[src/rtl/tone_preset_gen_if.sv]
// tone_preset_gen_if
//   Bundles the note-source inputs and preset/display outputs of
//   tone_preset_gen. Names carry the DUT's view: _i driven into the
//   generator, _o driven by it.
//   master : note sources (sequencer, keypad, control) side
//   slave  : tone_preset_gen side
//   Signals:
//     mode_i       note source select, 0 = ROM, 1 = keypad
//     rom_note_i   {octave, degree[2:0]} from the song ROM
//     rom_stb_i    rom_note_i is sampled while high
//     key_note_i   keypad note word, same format
//     key_down_i   debounced key-held level
//     oct_shift_i  signed octave shift, -2..+1
//     clr_bad_i    clears bad_note_o
//     to_o         divider preset
//     code_o       note degree 1..7, 0 = rest
//     oct_o        effective octave
//     mute_o       1 = rest
//     to_load_o    one-cycle pulse when {to_o, mute_o} changes
//     bad_note_o   sticky invalid-octave flag
interface tone_preset_gen_if #(
    parameter int TO_W  = 12,
    parameter int OCT_W = 2
);
    logic                    mode_i;
    logic [OCT_W+2:0]        rom_note_i;
    logic                    rom_stb_i;
    logic [OCT_W+2:0]        key_note_i;
    logic                    key_down_i;
    logic signed [1:0]       oct_shift_i;
    logic                    clr_bad_i;
    logic [TO_W-1:0]         to_o;
    logic [2:0]              code_o;
    logic [OCT_W-1:0]        oct_o;
    logic                    mute_o;
    logic                    to_load_o;
    logic                    bad_note_o;

    modport master (
        output mode_i, rom_note_i, rom_stb_i, key_note_i, key_down_i,
               oct_shift_i, clr_bad_i,
        input  to_o, code_o, oct_o, mute_o, to_load_o, bad_note_o
    );

    modport slave (
        input  mode_i, rom_note_i, rom_stb_i, key_note_i, key_down_i,
               oct_shift_i, clr_bad_i,
        output to_o, code_o, oct_o, mute_o, to_load_o, bad_note_o
    );
endinterface

[src/rtl/tone_preset_gen.sv]
// tone_preset_gen
//   Turns a note word (from the song ROM or the keypad) into the divider
//   preset for the speaker's preset-load counter. Tone period is
//   2^TO_W - TO. Notes move through capture -> decode -> period -> output
//   registers, so a note sampled at edge n is visible after edge n+3.
//   Ports:
//     clk_i   system clock, rising edge
//     rst_ni  asynchronous active-low reset
//     bus     tone_preset_gen_if.slave (note inputs, preset/display outputs)
module tone_preset_gen #(
    parameter int TO_W    = 12,
    parameter int OCT_W   = 2,
    parameter int OCTAVES = 3
) (
    input  logic              clk_i,
    input  logic              rst_ni,
    tone_preset_gen_if.slave  bus
);

    localparam int NW = OCT_W + 3;
    localparam logic [OCT_W-1:0]        TOP_OCT   = OCT_W'(OCTAVES - 1);
    localparam logic signed [OCT_W+1:0] TOP_OCT_S = (OCT_W + 2)'(OCTAVES - 1);
    localparam logic [OCT_W:0]          OCT_LIMIT = (OCT_W + 1)'(OCTAVES);

    // The longest period (degree 1, lowest octave) must fit below 2^TO_W
    // so that 2^TO_W - period never wraps.
    if ((longint'(638) << (OCTAVES - 1)) >= (longint'(1) << TO_W)) begin : g_to_w_check
        $error("tone_preset_gen: TO_W too small for OCTAVES");
    end
    if ((OCTAVES < 1) || (OCTAVES > (1 << OCT_W))) begin : g_octaves_check
        $error("tone_preset_gen: OCTAVES does not fit the octave field");
    end

    // Octave plus signed shift, clamped to the valid octave range.
    function automatic logic [OCT_W-1:0] sat_oct(input logic [OCT_W-1:0] o,
                                                 input logic signed [1:0] sh);
        logic signed [OCT_W+1:0] sum;
        sum = $signed({2'b00, o}) + $signed({{OCT_W{sh[1]}}, sh});
        if (sum[OCT_W+1]) return '0;
        if (sum > TOP_OCT_S) return TOP_OCT;
        return sum[OCT_W-1:0];
    endfunction

    // Top-octave period for each degree; degree 0 is a rest.
    function automatic logic [TO_W-1:0] base_period(input logic [2:0] d);
        case (d)
            3'd1:    return TO_W'(638);
            3'd2:    return TO_W'(568);
            3'd3:    return TO_W'(506);
            3'd4:    return TO_W'(478);
            3'd5:    return TO_W'(426);
            3'd6:    return TO_W'(380);
            3'd7:    return TO_W'(338);
            default: return '0;
        endcase
    endfunction

    // 2^TO_W - period, taken modulo 2^TO_W; period is never zero here.
    function automatic logic [TO_W-1:0] to_preset(input logic [TO_W-1:0] period);
        return TO_W'(0) - period;
    endfunction

    // ---------------- stage 0: source capture ----------------
    logic [NW-1:0] note_p0_q, note_p0_d;
    logic          vld_p0_q, vld_p0_d;
    logic          key_q, mode_q;
    logic          key_rise, key_fall;

    always_comb begin
        note_p0_d = note_p0_q;
        vld_p0_d  = 1'b0;
        key_rise  = bus.key_down_i & ~key_q;
        key_fall  = ~bus.key_down_i & key_q;
        if (bus.mode_i != mode_q) begin
            // A source switch starts from silence.
            note_p0_d = '0;
            vld_p0_d  = 1'b1;
        end else if (!bus.mode_i) begin
            if (bus.rom_stb_i) begin
                note_p0_d = bus.rom_note_i;
                vld_p0_d  = 1'b1;
            end
        end else if (key_rise) begin
            note_p0_d = bus.key_note_i;
            vld_p0_d  = 1'b1;
        end else if (key_fall) begin
            note_p0_d = '0;
            vld_p0_d  = 1'b1;
        end
    end

    always_ff @(posedge clk_i or negedge rst_ni) begin
        if (!rst_ni) begin
            note_p0_q <= '0;
            vld_p0_q  <= 1'b0;
            key_q     <= 1'b0;
            mode_q    <= 1'b0;
        end else begin
            note_p0_q <= note_p0_d;
            vld_p0_q  <= vld_p0_d;
            key_q     <= bus.key_down_i;
            mode_q    <= bus.mode_i;
        end
    end

    // ---------------- stage 1: decode ----------------
    logic [2:0]       deg_p1_q, deg_p1_d;
    logic [OCT_W-1:0] oct_p1_q, oct_p1_d;
    logic             rest_p1_q, rest_p1_d;
    logic             vld_p1_q;
    logic             bad_q, bad_d;
    logic [2:0]       deg_in;
    logic [OCT_W-1:0] oct_in;
    logic             bad_oct;

    always_comb begin
        deg_in    = note_p0_q[2:0];
        oct_in    = note_p0_q[NW-1:3];
        bad_oct   = {1'b0, oct_in} >= OCT_LIMIT;
        deg_p1_d  = deg_p1_q;
        oct_p1_d  = oct_p1_q;
        rest_p1_d = rest_p1_q;
        if (vld_p0_q) begin
            deg_p1_d  = deg_in;
            oct_p1_d  = sat_oct(oct_in, bus.oct_shift_i);
            rest_p1_d = (deg_in == 3'd0) | bad_oct;
        end
        // Only a newly captured note can raise the flag, so a held bad
        // note does not fight a later clear. Set beats clear.
        if (vld_p0_q && bad_oct)  bad_d = 1'b1;
        else if (bus.clr_bad_i)   bad_d = 1'b0;
        else                      bad_d = bad_q;
    end

    always_ff @(posedge clk_i or negedge rst_ni) begin
        if (!rst_ni) begin
            deg_p1_q  <= '0;
            oct_p1_q  <= '0;
            rest_p1_q <= 1'b1;
            vld_p1_q  <= 1'b0;
            bad_q     <= 1'b0;
        end else begin
            deg_p1_q  <= deg_p1_d;
            oct_p1_q  <= oct_p1_d;
            rest_p1_q <= rest_p1_d;
            vld_p1_q  <= vld_p0_q;
            bad_q     <= bad_d;
        end
    end

    // ---------------- stage 2: period ----------------
    logic [TO_W-1:0]  period_p2_q, period_p2_d;
    logic [2:0]       code_p2_q, code_p2_d;
    logic [OCT_W-1:0] oct_p2_q, oct_p2_d;
    logic             mute_p2_q, mute_p2_d;
    logic             vld_p2_q;

    always_comb begin
        period_p2_d = period_p2_q;
        code_p2_d   = code_p2_q;
        oct_p2_d    = oct_p2_q;
        mute_p2_d   = mute_p2_q;
        if (vld_p1_q) begin
            if (rest_p1_q) begin
                period_p2_d = '0;
                code_p2_d   = '0;
                oct_p2_d    = '0;
                mute_p2_d   = 1'b1;
            end else begin
                // Each octave below the top doubles the period.
                period_p2_d = base_period(deg_p1_q) << (TOP_OCT - oct_p1_q);
                code_p2_d   = deg_p1_q;
                oct_p2_d    = oct_p1_q;
                mute_p2_d   = 1'b0;
            end
        end
    end

    always_ff @(posedge clk_i or negedge rst_ni) begin
        if (!rst_ni) begin
            period_p2_q <= '0;
            code_p2_q   <= '0;
            oct_p2_q    <= '0;
            mute_p2_q   <= 1'b1;
            vld_p2_q    <= 1'b0;
        end else begin
            period_p2_q <= period_p2_d;
            code_p2_q   <= code_p2_d;
            oct_p2_q    <= oct_p2_d;
            mute_p2_q   <= mute_p2_d;
            vld_p2_q    <= vld_p1_q;
        end
    end

    // ---------------- output registers ----------------
    logic [TO_W-1:0] to_q, to_d;
    logic            to_load_q, to_load_d;
    logic [2:0]      code_q;
    logic [OCT_W-1:0] oct_q;
    logic            mute_q;

    always_comb begin
        to_d      = mute_p2_q ? '1 : to_preset(period_p2_q);
        // Re-issuing the same note leaves {TO, MUTE} unchanged: no pulse.
        to_load_d = vld_p2_q && ({to_d, mute_p2_q} != {to_q, mute_q});
    end

    always_ff @(posedge clk_i or negedge rst_ni) begin
        if (!rst_ni) begin
            to_q      <= '1;
            code_q    <= '0;
            oct_q     <= '0;
            mute_q    <= 1'b1;
            to_load_q <= 1'b0;
        end else begin
            to_q      <= to_d;
            code_q    <= code_p2_q;
            oct_q     <= oct_p2_q;
            mute_q    <= mute_p2_q;
            to_load_q <= to_load_d;
        end
    end

    assign bus.to_o       = to_q;
    assign bus.code_o     = code_q;
    assign bus.oct_o      = oct_q;
    assign bus.mute_o     = mute_q;
    assign bus.to_load_o  = to_load_q;
    assign bus.bad_note_o = bad_q;

endmodule
[src/flat_wrapper.sv]
// flat-port wrapper written by rule: the top's interface ports become plain ports
module tone_preset_gen_flat 
#(
    parameter int TO_W    = 12,
    parameter int OCT_W   = 2,
    parameter int OCTAVES = 3
)
  (clk_i, rst_ni, bus_mode_i, bus_rom_note_i, bus_rom_stb_i, bus_key_note_i, bus_key_down_i, bus_oct_shift_i, bus_clr_bad_i, bus_to_o, bus_code_o, bus_oct_o, bus_mute_o, bus_to_load_o, bus_bad_note_o);
  tone_preset_gen_if #(.TO_W(TO_W), .OCT_W(OCT_W)) bus_i ();
  input  logic clk_i;
  input  logic rst_ni;
  input wire logic [$bits(bus_i.mode_i)-1:0] bus_mode_i;
  input wire logic [$bits(bus_i.rom_note_i)-1:0] bus_rom_note_i;
  input wire logic [$bits(bus_i.rom_stb_i)-1:0] bus_rom_stb_i;
  input wire logic [$bits(bus_i.key_note_i)-1:0] bus_key_note_i;
  input wire logic [$bits(bus_i.key_down_i)-1:0] bus_key_down_i;
  input wire logic [$bits(bus_i.oct_shift_i)-1:0] bus_oct_shift_i;
  input wire logic [$bits(bus_i.clr_bad_i)-1:0] bus_clr_bad_i;
  output wire logic [$bits(bus_i.to_o)-1:0] bus_to_o;
  output wire logic [$bits(bus_i.code_o)-1:0] bus_code_o;
  output wire logic [$bits(bus_i.oct_o)-1:0] bus_oct_o;
  output wire logic [$bits(bus_i.mute_o)-1:0] bus_mute_o;
  output wire logic [$bits(bus_i.to_load_o)-1:0] bus_to_load_o;
  output wire logic [$bits(bus_i.bad_note_o)-1:0] bus_bad_note_o;
  assign bus_i.mode_i = bus_mode_i;
  assign bus_i.rom_note_i = bus_rom_note_i;
  assign bus_i.rom_stb_i = bus_rom_stb_i;
  assign bus_i.key_note_i = bus_key_note_i;
  assign bus_i.key_down_i = bus_key_down_i;
  assign bus_i.oct_shift_i = bus_oct_shift_i;
  assign bus_i.clr_bad_i = bus_clr_bad_i;
  assign bus_to_o = bus_i.to_o;
  assign bus_code_o = bus_i.code_o;
  assign bus_oct_o = bus_i.oct_o;
  assign bus_mute_o = bus_i.mute_o;
  assign bus_to_load_o = bus_i.to_load_o;
  assign bus_bad_note_o = bus_i.bad_note_o;
  tone_preset_gen #(.TO_W(TO_W), .OCT_W(OCT_W), .OCTAVES(OCTAVES)) u_core (.clk_i(clk_i), .rst_ni(rst_ni), .bus(bus_i));
endmodule
[config.mk]
export PLATFORM = sky130hd
export DESIGN_NAME = tone_preset_gen_flat
export DESIGN_NICKNAME = d
export VERILOG_FILES = /design/src/rtl/tone_preset_gen_if.sv /design/src/rtl/tone_preset_gen.sv /design/src/flat_wrapper.sv
export SDC_FILE = /design/constraint.sdc
export NUM_CORES = 1
export LEC_CHECK = 0
export CAP_MARGIN = 40
export CORE_MARGIN = 8
export CORE_UTILIZATION = 35
export CTS_BUF_LIST = sky130_fd_sc_hd__clkbuf_8
export DETAILED_ROUTE_END_ITERATION = 7
export GPL_TIMING_DRIVEN = 0
export SYNTH_ARGS = -nofsm -noshare
export SYNTH_HDL_FRONTEND = slang
export SYNTH_SLANG_ARGS = --single-unit
[constraint.sdc]
create_clock -name clk_i -period 3.7 [get_ports clk_i]
set_input_delay 0.74 -clock clk_i [delete_from_list [all_inputs] [get_ports clk_i]]
set_output_delay 0.74 -clock clk_i [all_outputs]
set_load 0.05 [all_outputs]
==> out/metrics.cfg <==
[run_status]
outcome=finished, final reports clean

[global_routing]
groute.usage.overall_pct=11.1
grt_max_degree=33
antenna_found_initial=0
grt.met2_usage_pct=18.7
grt_pass1_vias=1994
globalRoute.busiestLayer=met2
grt_pass1_wl_um=9380
grt_overflow_total=0
use_met3_pct=3.31
use_met1_pct=13.6

[critical_path]
timing.rr.end=u_core.bus.to_load_o$_DFF_PN0_
critical_path_class=flop to flop
crit_required_ns=3.88
rr_startpoint=u_core.period_p2_q[1]$_DFFE_PN0P_
cp_data_arrival_time_ns=2.69
path_max_fanout=7
reg2reg_depth=8
worstSetupStartpointType=flop
crit_end=u_core.bus.to_load_o$_DFF_PN0_
endpoint_kind=flop
r2r_slack_ns=1.19
startpoint=u_core.period_p2_q[1]$_DFFE_PN0P_

[sta]
maxSlewHeadroom_pct=51.3
worstMarginPinSlew_ns=0.730
finalCritPeriodShare_pct=67.8
rsz0062_at_grt=no
layout_min_cycle_time_ns=2.51
fin_worst_skew_ns=0.0113
setup_tns_ns=0
fmax_ghz=0.399
setup_viol=0
hold_viol=0
finalMaxSlewViolations=0

[floorplan]
fp.coreArea_um2=7290
fp-row-count=31
die_area_um2=10600
die_x_um=103
ios=38
initial_utilization_pct=36.4
die_y_um=103

[route]
avgRoutedWirePerCell_um=12.9
drt-pass1-iter-count=4
routed_wl_um=5290
vias_per_cell=4.92
drt-initial-drc-count=106
drc=0
vias=2018
final_antenna_net_count=0

[power]
power_density_nw_per_um2=651
peakVddDrop_v=0.000279
totalPowerFinal_uw=2140
power_leakage_uw=0.00137

[place]
placed_cell_area_um2=3170
place_hpwl_um=4130
gp_congestion=0.857
place_inst=402
io_buffer_count=37

[layout]
areaGrowthSynthToFinish_pct=24.3
antennaDiodeCount=0
finish.net_count=335
regArea_um2=1320
multi_input_area_um2=1220
final_util_pct=45.2
fin_area_um2=3290
final.fill_count=732
layout.cells.non_filler=410
drive_above_1_share_pct=12.5

[clocking]
cts.clk_slew.worst_paths_ns=0.10
clk_path_buf_depth=2
cts_made_buffers=5
root_buffer=clkbuf_8
post-cts-setup-buffers=0
htreeDepth=2
ctsHoldBuffers=0
post_cts_resized=0
tritoncts=yes
insertion_delay_ns=0.30
numClockSinks=52

[synthesis]
synth_enable_flop_cells=0
yosys_warnings=0
synthCells=264
avgSynthCellArea_um2=10.0
netlist_area_um2=2650
yosysUniqueCellTypes=46
ys_seq_area_share_pct=49.7
synth_ff_type=dfrtp_1
ys_seq_elements=52
async_flop_share_pct=100
synth_nets=289

[job]
drv_cap=0

[worst_hold_path]
hold_class=flop to flop

worst min-delay path by stage:
stage / to / start / cells after the start / slack [ns]
finish: u_core.vld_p2_q$_DFF_PN0_ / u_core.vld_p1_q$_DFF_PN0_ / 0 / 0.37
global route: u_core.bus.to_o[0]$_DFF_PN1_ / u_core.mute_p2_q$_DFFE_PN1P_ / 0 / 0.38
CTS: u_core.bus.to_o[0]$_DFF_PN1_ / u_core.mute_p2_q$_DFFE_PN1P_ / 0 / 0.37
detailed placement: u_core.bus.to_o[0]$_DFF_PN1_ / u_core.mute_p2_q$_DFFE_PN1P_ / 0 / 0.36
global placement: u_core.bus.to_o[0]$_DFF_PN1_ / u_core.mute_p2_q$_DFFE_PN1P_ / 0 / 0.36
floorplan: u_core.vld_p2_q$_DFF_PN0_ / u_core.vld_p1_q$_DFF_PN0_ / 0 / 0.35
worst max-delay path: stages, from the launching register on:
cell and delay [ns]:
dfrtp_1 0.47, inv_1 0.11, ha_1 0.22, or3b_2 0.50, or4b_1 0.48, a21o_1 0.22, xor2_1 0.14, o21ai_1 0.16
nand3_1 0.09
cell usage in the layout, fill, tap and decap left out, drive strengths merged, types with 2 or more instances in the layout:
master,count
a21o,5
a21oi,12
a221o,3
a22oi,2
a31oi,6
buf,5
clkbuf,20
clkdlybuf4s50,36
clkinv,2
dfrtp,38
dfstp,14
ha,6
inv,12
mux2,3
nand2,20
nand2b,4
nand3,7
nand3b,3
nand4,2
nor2,15
nor2b,8
nor3,5
nor3b,2
nor4,3
o21ai,16
o221ai,3
o2bb2ai,2
o31ai,11
o41ai,3
or2,6
or3,3
or4,4
xnor2,7
xor2,12
final cells by class:
cell class / instances / area share [%]
buffer: 16 / 1.97
clock buffer: 6 / 2.51
clock inverter: 2 / 1.18
inverter: 13 / 1.48
multi-input combinational: 183 / 37.0
sequential: 52 / 40.0
tap: 99 / 3.76
timing repair buffer: 39 / 12.1
power by group:
part           total (µW)  leakage, µW  switching, µW  internal [µW]
clock                 403    0.0000614            181            221
sequential            810     0.000645           92.1            718
combinational         932     0.000659            560            372
metal layers:
| layer | part of all wire [%] | wire length, µm | vias to the layer above |
|---|---|---|---|
| met2 | 48 | 2560 | 43 |
| met4 | 0.55 | 29 | 0 |
| met3 | 5.4 | 283 | 2 |
| met5 | 0 | 0 | - |
| li1 | - | - | 1034 |
| met1 | 46 | 2410 | 939 |
registers in the layout, indices dropped and copies added (netlist names):
name and flops:
u_core.oct_p1_q 2, u_core.vld_p2_q 1, u_core.mute_p2_q 1, u_core.bus.to_load_o 1, u_core.code_p2_q 3, u_core.key_q 1, u_core.bus.to_o 12, u_core.vld_p0_q 1
u_core.rest_p1_q 1, u_core.period_p2_q 11, u_core.note_p0_q 5, u_core.bus.bad_note_o 1, u_core.oct_p2_q 2, u_core.vld_p1_q 1, u_core.bus.code_o 3, u_core.bus.oct_o 2
u_core.mode_q 1, u_core.deg_p1_q 3
through the flow:
stage	setup WS (ns)	hold slack (ns)
2_1_floorplan	1.41	0.352
3_3_place_gp	0.393	0.356
3_5_place_dp	1.08	0.357
4_1_cts	1.18	0.372
5_1_grt	1.02	0.382
6_report	1.19	0.369
cell usage after synthesis (2+ instances only):
master / instances / area [µm²]
mux2_2: 3 / 33.8
o21ai_0: 15 / 75.1
nand2_1: 20 / 75.1
o41ai_1: 3 / 26.3
nand2b_1: 4 / 25.0
xnor2_1: 7 / 61.3
nor3_1: 5 / 25.0
nand3b_1: 3 / 22.5
nand3_1: 7 / 35.0
or2_2: 6 / 37.5
a31oi_1: 6 / 37.5
o2bb2ai_1: 2 / 17.5
inv_1: 12 / 45.0
a221o_1: 3 / 30.0
or3_1: 3 / 18.8
a22oi_1: 2 / 15.0
xor2_1: 12 / 105
clkbuf_1: 14 / 52.6
a21o_1: 5 / 37.5
dfstp_2: 14 / 368
ha_1: 6 / 75.1
nor2_1: 15 / 56.3
or4_1: 4 / 30.0
nor3b_1: 2 / 15.0
dfrtp_1: 38 / 951
o31ai_1: 11 / 82.6
nor2b_1: 8 / 50.1
nor4_1: 2 / 12.5
a21oi_1: 12 / 60.1
o221ai_1: 3 / 26.3
nand4_1: 2 / 12.5
cell families (layout without fill, tap and decap cells):
logic type / after synthesis / after routing / share of synthesized area, %
DFF: 52 / 52 / 49.7
AOI/OAI and AO/OA: 68 / 68 / 17.3
adders and majority gates: 7 / 7 / 3.59
muxes: 4 / 4 / 1.65
and+or+nand+nor: 85 / 85 / 17.2
buffers and inverters: 29 / 76 / 4.29
xor gates and xnor gates: 19 / 19 / 6.28
Note: power is estimated with default switching activity, not from simulation.
==> patch: new RTL, same flow settings <==
`TO_W` is set to 12 in 3 places; all go to 24.
--- a/src/rtl/tone_preset_gen_if.sv
+++ b/src/rtl/tone_preset_gen_if.sv
@@ -19,7 +19,7 @@
 //     to_load_o    one-cycle pulse when {to_o, mute_o} changes
 //     bad_note_o   sticky invalid-octave flag
 interface tone_preset_gen_if #(
-    parameter int TO_W  = 12,
+    parameter int TO_W  = 24,
     parameter int OCT_W = 2
 );
     logic                    mode_i;
--- a/src/rtl/tone_preset_gen.sv
+++ b/src/rtl/tone_preset_gen.sv
@@ -8,7 +8,7 @@
 //     rst_ni  asynchronous active-low reset
 //     bus     tone_preset_gen_if.slave (note inputs, preset/display outputs)
 module tone_preset_gen #(
-    parameter int TO_W    = 12,
+    parameter int TO_W    = 24,
     parameter int OCT_W   = 2,
     parameter int OCTAVES = 3
 ) (
--- a/src/flat_wrapper.sv
+++ b/src/flat_wrapper.sv
@@ -1,7 +1,7 @@
 // flat-port wrapper written by rule: the top's interface ports become plain ports
 module tone_preset_gen_flat 
 #(
-    parameter int TO_W    = 12,
+    parameter int TO_W    = 24,
     parameter int OCT_W   = 2,
     parameter int OCTAVES = 3
 )
Interface: changed (resized bus_to_o); port bits go from 38 to 50. The function was not compared with the original's and may differ.
==> patch against the unedited design <==
Register-to-register slack gained 0.17 ns; combinational power grew 48%; design area grew 24%; clock power up 60%; power rose by 41%; sequential cell count grew 10; routed wire length increased by 40%; area after synthesis increased by 22%; non-clock buffer count rose by 19; worst setup slack got worse by 0.014 ns; largest cell class unchanged; largest power group unchanged; highest routed layer unchanged.
==> patch: results (changes against the unedited design) <==
clock_network:
  htreeDepth: 3  # was 2
  insertion_delay_ns: 0.34  # was 0.30 ns
  cts_made_buffers: 9  # was 5
  clkTransAtPathRegs_ns: 0.07  # was 0.10 ns
route:
  dr.first_iter.drc_count: 172  # was 106
  dr_total_vias: 2676  # was 2018
  wl_per_cell_microns: 14.5  # was 12.9 microns
  viasPerCell: 5.23  # was 4.92
min_path:
  min_from: "u_core.code_p2_q[2]"  # was u_core.vld_p1_q
  whs_endpoint: "u_core.bus.code_o[2]"  # was u_core.vld_p2_q
cells_and_area:
  drive_gt1_frac: 0.152  # was 0.125
  nets: 421  # was 335
  largest_register_ffs: 21  # was 12
critical_path:
  r2r_cells: 6  # was 8
  cp_slowest_stage_delay_ns: 0.79  # was 0.50 ns
  worstPathArrival_ns: 1.78  # was 2.69 ns
  timing.rr.start: "u_core.period_p2_q[10]"  # was u_core.period_p2_q[1]
  startpoint: "u_core.bus.to_o[21]"  # was u_core.period_p2_q[1]
  cp_max_fo: 4  # was 7
  rrSetupSlack_ns: 1.36  # was 1.19 ns
timing:
  worstMarginPinSlew_ns: 0.853  # was 0.730 ns
  holdWs_ns: 0.373  # was 0.369 ns
placed_design:
  place.gp.congestion: 0.879  # was 0.857
  place_inst: 496  # was 402
  preCtsSetupSlack_ns: 1.05  # was 1.08 ns
  placed_area_sq_um: 3880  # was 3170 sq um
  dpl.hpwl_mm: 5.65  # was 4.13 mm
  port-buffer-count: 49  # was 37
run_status:
  status: "finished, final reports clean"  # unchanged
yosys:
  synth_commonest_cells: "39 x dfrtp_1, 26 x nor2_1, 23 x dfstp_2, 23 x inv_1, 18 x clkbuf_1"  # was 38 x dfrtp_1, 20 x nand2_1, 15 x nor2_1, 15 x o21ai_0
  ys_types: 48  # was 46
  syn-num-nets: 359  # was 289
  syn_inst: 334  # was 264
  yosys-top-cells-area: "dfrtp_1 30%, dfstp_2 19%, nor2_1 3.0%, nand4_1 2.7%, inv_1 2.7%"  # was dfrtp_1 36%, dfstp_2 14%, xor2_1 4.0%, o31ai_1 3.1%, ha_1 2.8%
  yosysSeqAreaShare: 0.489  # was 0.497
global_routing:
  grt_max_degree: 36  # was 33
  grt_pass1_wl_mm: 12.6  # was 9.38 mm
  grt_pass1_vias: 2639  # was 1994
  grt_usage: 0.123  # was 0.111
pwr:
  peakVddDrop_mv: 0.281  # was 0.279 mV
  leakage_nw: 1.67  # was 1.37 nW
## patch: how the worst max path moves through the flow
stage                      endpoint  slack [ns]  cells after the start
2_1_floorplan   u_core.note_p0_q[0]        1.54                      4
3_3_place_gp           u_core.key_q       -0.13                      1
3_5_place_dp    u_core.note_p0_q[4]        1.05                      7
4_1_cts                bus_to_o[21]        1.15                      2
5_1_grt        u_core.bus.to_load_o        1.09                      6
6_report               bus_to_o[21]        1.18                      2
## patch: worst max-delay path: cells and delay by family, from the launching register on
| kind | cells | cell delay (ns) |
|---|---|---|
| buffers and inverters | 2 | 0.89 |
| flip-flops | 1 | 0.56 |
## patch: cells by family after synthesis
group                    after synthesis  share of synthesized area
flip-flops                            62                      0.489
AO/OA/AOI/OAI                         82                      0.161
buffers and inverters                 47                     0.0596
multiplexers                           9                     0.0298
AND/OR/NAND/NOR                      113                      0.193
adder cells (fa/ha/maj)                7                     0.0294
XOR/XNOR                              14                     0.0379
## patch: per-layer routing
metal,GRT usage,up-vias,share of wire
li1,-,1318,-
met1,0.136,1260,0.43
met2,0.208,92,0.49
met3,0.0451,6,0.069
met4,0.0531,0,0.013
met5,0,-,0
## patch: report_power, final
group	internal [mW]	leakage [nW]	switching, mW
logic	0.516	0.808	0.868
registers	0.886	0.755	0.118
clock network	0.377	0.111	0.269
total	1.78	1.67	1.25
## patch: layout make-up
class                   instances  area [sq um]  share of cell area
flip-flops and latches         62          1580               0.386
inverters                      24          90.1              0.0220
repair buffers                 51           510               0.125
plain buffers                  23           103              0.0250
clock inverters                 7          90.1              0.0220
multi-input cells             225          1460               0.356
well taps                     111           139              0.0339
clock buffers                   9           124              0.0302
